**src/rtl/servo_pwm_pkg.sv**
```systemverilog
// Shared constants for the turret servo PWM APB slave: register offsets,
// reset values, STATUS bit layout and the target clamp helper.
package servo_pwm_pkg;

   localparam int unsigned ADDR_W = 8;
   localparam int unsigned DATA_W = 32;

   localparam logic [ADDR_W-1:0] REG_CTRL   = 8'h00;
   localparam logic [ADDR_W-1:0] REG_PERIOD = 8'h04;
   localparam logic [ADDR_W-1:0] REG_TARGET = 8'h08;
   localparam logic [ADDR_W-1:0] REG_STEP   = 8'h0C;
   localparam logic [ADDR_W-1:0] REG_STATUS = 8'h10;

   localparam int unsigned RST_PERIOD = 20000;
   localparam int unsigned RST_TARGET = 1500;
   localparam int unsigned RST_STEP   = 10;
   localparam int unsigned RST_PW     = 1500;

   localparam int unsigned STAT_PW_W          = 16;
   localparam int unsigned STAT_AT_TARGET_BIT = 16;
   localparam int unsigned STAT_IRQ_BIT       = 17;

   // Clamp on the full bus word so large writes cannot wrap into range.
   function automatic logic [DATA_W-1:0] clamp_u32(input logic [DATA_W-1:0] v,
                                                   input logic [DATA_W-1:0] lo,
                                                   input logic [DATA_W-1:0] hi);
      if (v < lo) begin
         return lo;
      end else if (v > hi) begin
         return hi;
      end else begin
         return v;
      end
   endfunction

endpackage

```
**src/rtl/servo_slew.sv**
```systemverilog
// Step limiter: on an update strobe, moves cur_pw toward target by at most
// step (step==0 jumps straight to target); holds cur_pw otherwise.
module servo_slew
   import servo_pwm_pkg::*;
#(
   parameter int unsigned CNT_W = 16
) (
   input  logic [CNT_W-1:0] cur_pw_i,
   input  logic [CNT_W-1:0] target_i,
   input  logic [CNT_W-1:0] step_i,
   input  logic             update_i,
   output logic [CNT_W-1:0] next_pw_o
);

   logic             up_c;
   logic [CNT_W-1:0] diff_c;

   // Compare first so the distance never wraps.
   always_comb begin
      up_c   = 1'b0;
      diff_c = '0;
      if (target_i >= cur_pw_i) begin
         up_c   = 1'b1;
         diff_c = target_i - cur_pw_i;
      end else begin
         diff_c = cur_pw_i - target_i;
      end
   end

   always_comb begin
      next_pw_o = cur_pw_i;
      if (update_i) begin
         if ((step_i == '0) || (diff_c <= step_i)) begin
            next_pw_o = target_i;
         end else if (up_c) begin
            next_pw_o = cur_pw_i + step_i;
         end else begin
            next_pw_o = cur_pw_i - step_i;
         end
      end
   end

endmodule

```
**src/rtl/servo_pwm_apb.sv**
```systemverilog
// APB3 slave driving the turret servo PWM with per-period slew limiting.
// Optional arrival interrupt enabled by defining SERVO_PWM_IRQ_EN.
module servo_pwm_apb
   import servo_pwm_pkg::*;
#(
   parameter int unsigned PRESCALE = 100,
   parameter int unsigned CNT_W    = 16,
   parameter int unsigned MIN_PW   = 1000,
   parameter int unsigned MAX_PW   = 2000
) (
   input  logic              PCLK,
   input  logic              PRESET,
   input  logic              PSEL,
   input  logic              PENABLE,
   input  logic              PWRITE,
   input  logic [ADDR_W-1:0] PADDR,
   input  logic [DATA_W-1:0] PWDATA,
   output logic [DATA_W-1:0] PRDATA,
   output logic              PREADY,
   output logic              PSLVERR,
   output logic              PWM,
   output logic              IRQ
);

   localparam int unsigned PRE_W = (PRESCALE > 1) ? $clog2(PRESCALE) : 1;

   logic             en_q, en_d;
   logic [CNT_W-1:0] period_q, period_d;
   logic [CNT_W-1:0] target_q, target_d;
   logic [CNT_W-1:0] step_q, step_d;
   logic [CNT_W-1:0] cur_pw_q, cur_pw_d;
   logic [CNT_W-1:0] per_active_q, per_active_d;
   logic [CNT_W-1:0] pcnt_q, pcnt_d;
   logic [PRE_W-1:0] pre_q, pre_d;
   logic             pwm_q, pwm_d;
   logic             irq_q, irq_d;

   logic              wr_c;
   logic [ADDR_W-1:0] reg_off_c;
   logic              tick_c;
   logic              per_zero_c;
   logic              wrap_c;
   logic              at_target_c;
   logic [DATA_W-1:0] status_c;
   logic              unused_paddr;

   assign PREADY  = 1'b1;
   assign PSLVERR = 1'b0;
   assign PWM     = pwm_q;
   assign IRQ     = irq_q;

   // Only PADDR[4:2] selects a register; the rest of the address is ignored.
   assign reg_off_c    = {3'b000, PADDR[4:2], 2'b00};
   assign wr_c         = PSEL & PENABLE & PWRITE;
   assign unused_paddr = ^{PADDR[7:5], PADDR[1:0]};

   always_comb begin : reg_write
      en_d     = en_q;
      period_d = period_q;
      target_d = target_q;
      step_d   = step_q;
      if (wr_c) begin
         case (reg_off_c)
            REG_CTRL:   en_d     = PWDATA[0];
            REG_PERIOD: period_d = PWDATA[CNT_W-1:0];
            REG_TARGET: target_d = CNT_W'(clamp_u32(PWDATA, DATA_W'(MIN_PW), DATA_W'(MAX_PW)));
            REG_STEP:   step_d   = PWDATA[CNT_W-1:0];
            default:    ;
         endcase
      end
   end

   assign tick_c     = en_q & (pre_q == PRE_W'(PRESCALE - 1));
   assign per_zero_c = (per_active_q == '0);
   assign wrap_c     = tick_c & ~per_zero_c & (pcnt_q == (per_active_q - CNT_W'(1)));

   // While disabled the shadow period tracks PERIOD, so it holds the right
   // value the moment EN rises; a zero shadow retries the reload every tick.
   always_comb begin : counters
      pre_d        = pre_q;
      pcnt_d       = pcnt_q;
      per_active_d = per_active_q;
      if (!en_q) begin
         pre_d        = '0;
         pcnt_d       = '0;
         per_active_d = period_q;
      end else begin
         pre_d = tick_c ? '0 : pre_q + PRE_W'(1);
         if (tick_c) begin
            if (per_zero_c) begin
               per_active_d = period_q;
            end else if (wrap_c) begin
               pcnt_d       = '0;
               per_active_d = period_q;
            end else begin
               pcnt_d = pcnt_q + CNT_W'(1);
            end
         end
      end
   end

   servo_slew #(
      .CNT_W(CNT_W)
   ) u_slew (
      .cur_pw_i (cur_pw_q),
      .target_i (target_q),
      .step_i   (step_q),
      .update_i (wrap_c),
      .next_pw_o(cur_pw_d)
   );

   // en_d drops the pulse at the committing edge; en_q keeps the first
   // period after enable from gaining an extra high cycle.
   assign pwm_d = en_q & en_d & ~per_zero_c & (pcnt_q < cur_pw_q);

   assign at_target_c = (cur_pw_q == target_q);

`ifdef SERVO_PWM_IRQ_EN
   assign irq_d = (wrap_c & (cur_pw_d == target_q) & (cur_pw_q != target_q)) |
                  (irq_q & ~(wr_c & (reg_off_c == REG_STATUS)));
`else
   assign irq_d = 1'b0;
`endif

   always_comb begin : status_word
      status_c                     = '0;
      status_c[STAT_PW_W-1:0]      = STAT_PW_W'(cur_pw_q);
      status_c[STAT_AT_TARGET_BIT] = at_target_c;
      status_c[STAT_IRQ_BIT]       = irq_q;
   end

   always_comb begin : read_mux
      PRDATA = '0;
      if (PSEL) begin
         case (reg_off_c)
            REG_CTRL:   PRDATA = {{(DATA_W-1){1'b0}}, en_q};
            REG_PERIOD: PRDATA = DATA_W'(period_q);
            REG_TARGET: PRDATA = DATA_W'(target_q);
            REG_STEP:   PRDATA = DATA_W'(step_q);
            REG_STATUS: PRDATA = status_c;
            default:    PRDATA = '0;
         endcase
      end
   end

   always_ff @(posedge PCLK or posedge PRESET) begin
      if (PRESET) begin
         en_q         <= 1'b0;
         period_q     <= CNT_W'(RST_PERIOD);
         target_q     <= CNT_W'(RST_TARGET);
         step_q       <= CNT_W'(RST_STEP);
         cur_pw_q     <= CNT_W'(RST_PW);
         per_active_q <= CNT_W'(RST_PERIOD);
         pcnt_q       <= '0;
         pre_q        <= '0;
         pwm_q        <= 1'b0;
         irq_q        <= 1'b0;
      end else begin
         en_q         <= en_d;
         period_q     <= period_d;
         target_q     <= target_d;
         step_q       <= step_d;
         cur_pw_q     <= cur_pw_d;
         per_active_q <= per_active_d;
         pcnt_q       <= pcnt_d;
         pre_q        <= pre_d;
         pwm_q        <= pwm_d;
         irq_q        <= irq_d;
      end
   end

endmodule

```
**config.mk**
```make
export PLATFORM = sky130hd
export DESIGN_NAME = servo_pwm_apb
export DESIGN_NICKNAME = d
export VERILOG_FILES = /design/src/rtl/servo_pwm_pkg.sv /design/src/rtl/servo_slew.sv /design/src/rtl/servo_pwm_apb.sv
export SDC_FILE = /design/constraint.sdc
export NUM_CORES = 1
export LEC_CHECK = 0
export CAP_MARGIN = 30
export CORE_ASPECT_RATIO = 1.5
export CORE_MARGIN = 2
export CORE_UTILIZATION = 25
export CTS_CLUSTER_DIAMETER = 60
export DETAILED_ROUTE_END_ITERATION = 8
export PLACE_DENSITY_LB_ADDON = 0.3
export SYNTH_ARGS = -nofsm -noshare
export SYNTH_HDL_FRONTEND = slang
export SYNTH_SLANG_ARGS = --single-unit
```
**constraint.sdc**
```tcl
create_clock -name PCLK -period 7.4 [get_ports PCLK]
set_input_delay 2.22 -clock PCLK [delete_from_list [all_inputs] [get_ports PCLK]]
set_output_delay 2.22 -clock PCLK [all_outputs]
set_load 0.01 [all_outputs]
```
==> impl_metrics.toml <==
[outcome]
status = "finished, final reports clean"

[worst_setup_path]
path_max_fanout = 17
regToRegStartpoint = "target_q[7]"
regToRegSetupSlack_ns = 1.41
slowest_delay_ns = 0.54
cp_num_cells = 7
cp_cell_sequence = "clkdlybuf4s50_1 -> nor2b_1 -> buf_4 -> a22o_1 -> a222oi_1 -> nor2_1 -> clkdlybuf4s50_1"
crit_required_ns = 5.18
reg2regPathDepth = 19
critPathMostFrequentCell = "clkdlybuf4s50_1"
critPathArrivalTime_ns = 4.53
crit_path_end_kind = "primary output"
worstReg2RegEnd = "cur_pw_q[9]"
cp-start-kind = "primary input"
crit_slowest_cell = "clkdlybuf4s50_1"
critPathBufInv = 3
crit_type = "in2out"
cp_top_family = "buffers and inverters"

[detailed_routing]
via_per_inst = 4.97
wirelength_mm = 28.6
drtIter0Drc = 498
route.detailed.drc = 0
via_count = 7618
firstDrtPassIters = 5
wire_per_inst_um = 18.6
ant_nets = 0

[finish]
syn2layout_area_growth_pct = 15.9
drive_gt1_share_pct = 10.3
finalInstanceArea_um2 = 10200
finish.utilization_pct = 29.2
nets = 1184
fin_cells = 1533
fillCellCount = 3748
n_antenna_cell = 0

[global_routing]
grt-ovfl-total = 0
grt_max_degree = 67
grtUsageTotal_pct = 16.0
grt_pass1_wl_mm = 44.2
grt_pass1_vias = 7556
antenna_found_initial = 0

[clock_tree]
cts_buffer_depth = 2
cts.clk_slew.worst_paths_ns = 0.08
cts_resized = 0
clk_latency_ns = 0.37
cts.sinks = 105
cts_setup_buffers = 0
numCtsBuffers = 9
cts_hold_buf = 0
root_buffer = "clkbuf_16"
cts_tree = "built"
htreeDepth = 3

[timing]
grt_setup_unrepaired = "no"
worst_pin_slew_ns = 0.964
max_freq_mhz = 148
drv_slew = 0
setup_violations = 0
clock_skew_ns = 0.00898
relSlewSlack_pct = 35.1
final.min_clock_period_ns = 6.75
hold_viol_final = 0
fin_crit_sh_pct = 91.3
tns_ns = 0

[synthesis]
yosys.area_share.simple_pct = 17.9
synthTopCellsByArea = "dfrtp_1 (23%), ha_1 (12%), dfstp_2 (7.8%), xnor2_1 (4.6%), nand2_1 (4.3%)"
synth_top_family_by_area = "compound AO/OA/AOI/OAI gates"
syn_inst = 1010
synth-compound-area-share_pct = 19.0
yosys.area.top_type = "dfrtp_1"
syn_avg_cell_area_um2 = 8.70
yosysWarningCount = 0
yosysMostFrequentCell = "nand2_1"
synthXorXnorAreaFrac_pct = 6.77
syn_area_um2 = 8780
synthMuxAreaShare_pct = 7.42
synth.cells.most_frequent = "nand2_1 (100), ha_1 (81), dfrtp_1 (79)"
synth_seq_cells = 105
synth_adder_area_share_pct = 12.2
ys_seq_area_share_pct = 30.3
async_reset_ff_share_pct = 100
synthFlopType = "dfrtp_1"
synth_top_area_share_pct = 22.5
synth_cell_types = 72
synth_enable_flop_cells = 0

[place]
hpwl_mm = 22.8
gp_congestion = 0.958
placed_cell_area_um2 = 9850
port_buffers = 57
placed_cells = 1517

[hold_path]
min_from = "pre_q[0]"
holdPathStages = 1
min_to = "pre_q[0]"
hold_class = "reg2reg"

[floorplan]
die_w_um = 157
dieArea_um2 = 36700
start_util_pct = 25.2
coreArea_um2 = 34900
die_y_um = 234
fp-row-count = 84
io_pins = 81

[flow_run]
maxCapViolCount = 0

[power]
p_leak_nw = 4.36
power_density_nw_per_um2 = 247
peakVddDrop_uv = 130
[worst max path at each step]
stage	from	to	slack (ns)
after floorplan	PADDR[4]	PRDATA[16]	1.55
after global placement	PADDR[3]	PRDATA[10]	0.66
after detailed placement	PADDR[3]	PRDATA[10]	0.66
after CTS	PADDR[3]	PRDATA[10]	0.65
after global routing	PADDR[3]	PRDATA[10]	0.51
final	PADDR[3]	PRDATA[10]	0.65
[layout make-up]
class / count / area (um^2) / share of cell area (%)
sequential: 105 / 2660 / 26.1
tap: 473 / 592 / 5.81
timing repair buffer: 72 / 683 / 6.71
clock inverter: 7 / 100 / 0.983
inverter: 71 / 269 / 2.64
clock buffer: 9 / 225 / 2.21
multi-input combinational: 796 / 5650 / 55.5
[flip-flops by register name, indices dropped and copies added (netlist names)]
name / count
step_q: 16
en_q: 1
pcnt_q: 16
pre_q: 7
cur_pw_q: 16
PWM: 1
period_q: 16
target_q: 16
per_active_q: 16
[power breakdown]
part | total, mW | switching (mW) | internal [mW]
clock | 0.545 | 0.245 | 0.300
sequential | 0.803 | 0.125 | 0.678
combinational | 1.17 | 0.646 | 0.521
total | 2.51 | 1.02 | 1.50
[cells in the final DEF, fill, tap and decap left out, types with 15 or more instances in the layout]
cell and count:
a21o_1 23, a21oi_1 45, a222oi_1 15, a22o_1 20, and3_1 15, buf_4 15, clkdlybuf4s50_1 57, conb_1 18
dfrtp_1 79, dfstp_2 26, ha_1 81, inv_1 69, mux2_2 23, mux2i_1 25, nand2_1 100, nand3_1 30
nor2_1 75, nor3_1 22, o21ai_0 68, xnor2_1 46, xor2_1 20
[cells by family (layout without fill, tap and decap cells)]
kind of cell | count (synthesis) | count (layout)
buffers and inverters | 125 | 159
other | 2 | 18
DFF | 105 | 105
adders and majority gates | 84 | 84
xor gates and xnor gates | 67 | 67
and+or+nand+nor | 321 | 321
AOI/OAI and AO/OA | 249 | 249
muxes | 57 | 57
[routing by layer]
layer / global-route usage, % / vias to the layer above / routed length (um)
met2: 29.9 / 186 / 15300
met3: 1.58 / 53 / 776
met4: 7.84 / 0 / 1230
met5: 0 / - / 0
met1: 17.8 / 3695 / 11300
li1: - / 3684 / -
[stage by stage]
stage | power (mW) | worst slack [ns] | hold slack [ns]
floorplan | 1.64 | 1.55 | 0.425
CTS | 2.53 | 0.650 | 0.464
detailed placement | 1.98 | 0.659 | 0.453
global placement | 1.97 | 0.657 | 0.447
finish | 2.51 | 0.647 | 0.464
global route | 2.69 | 0.512 | 0.485
Note: power is estimated with default switching activity, not from simulation.
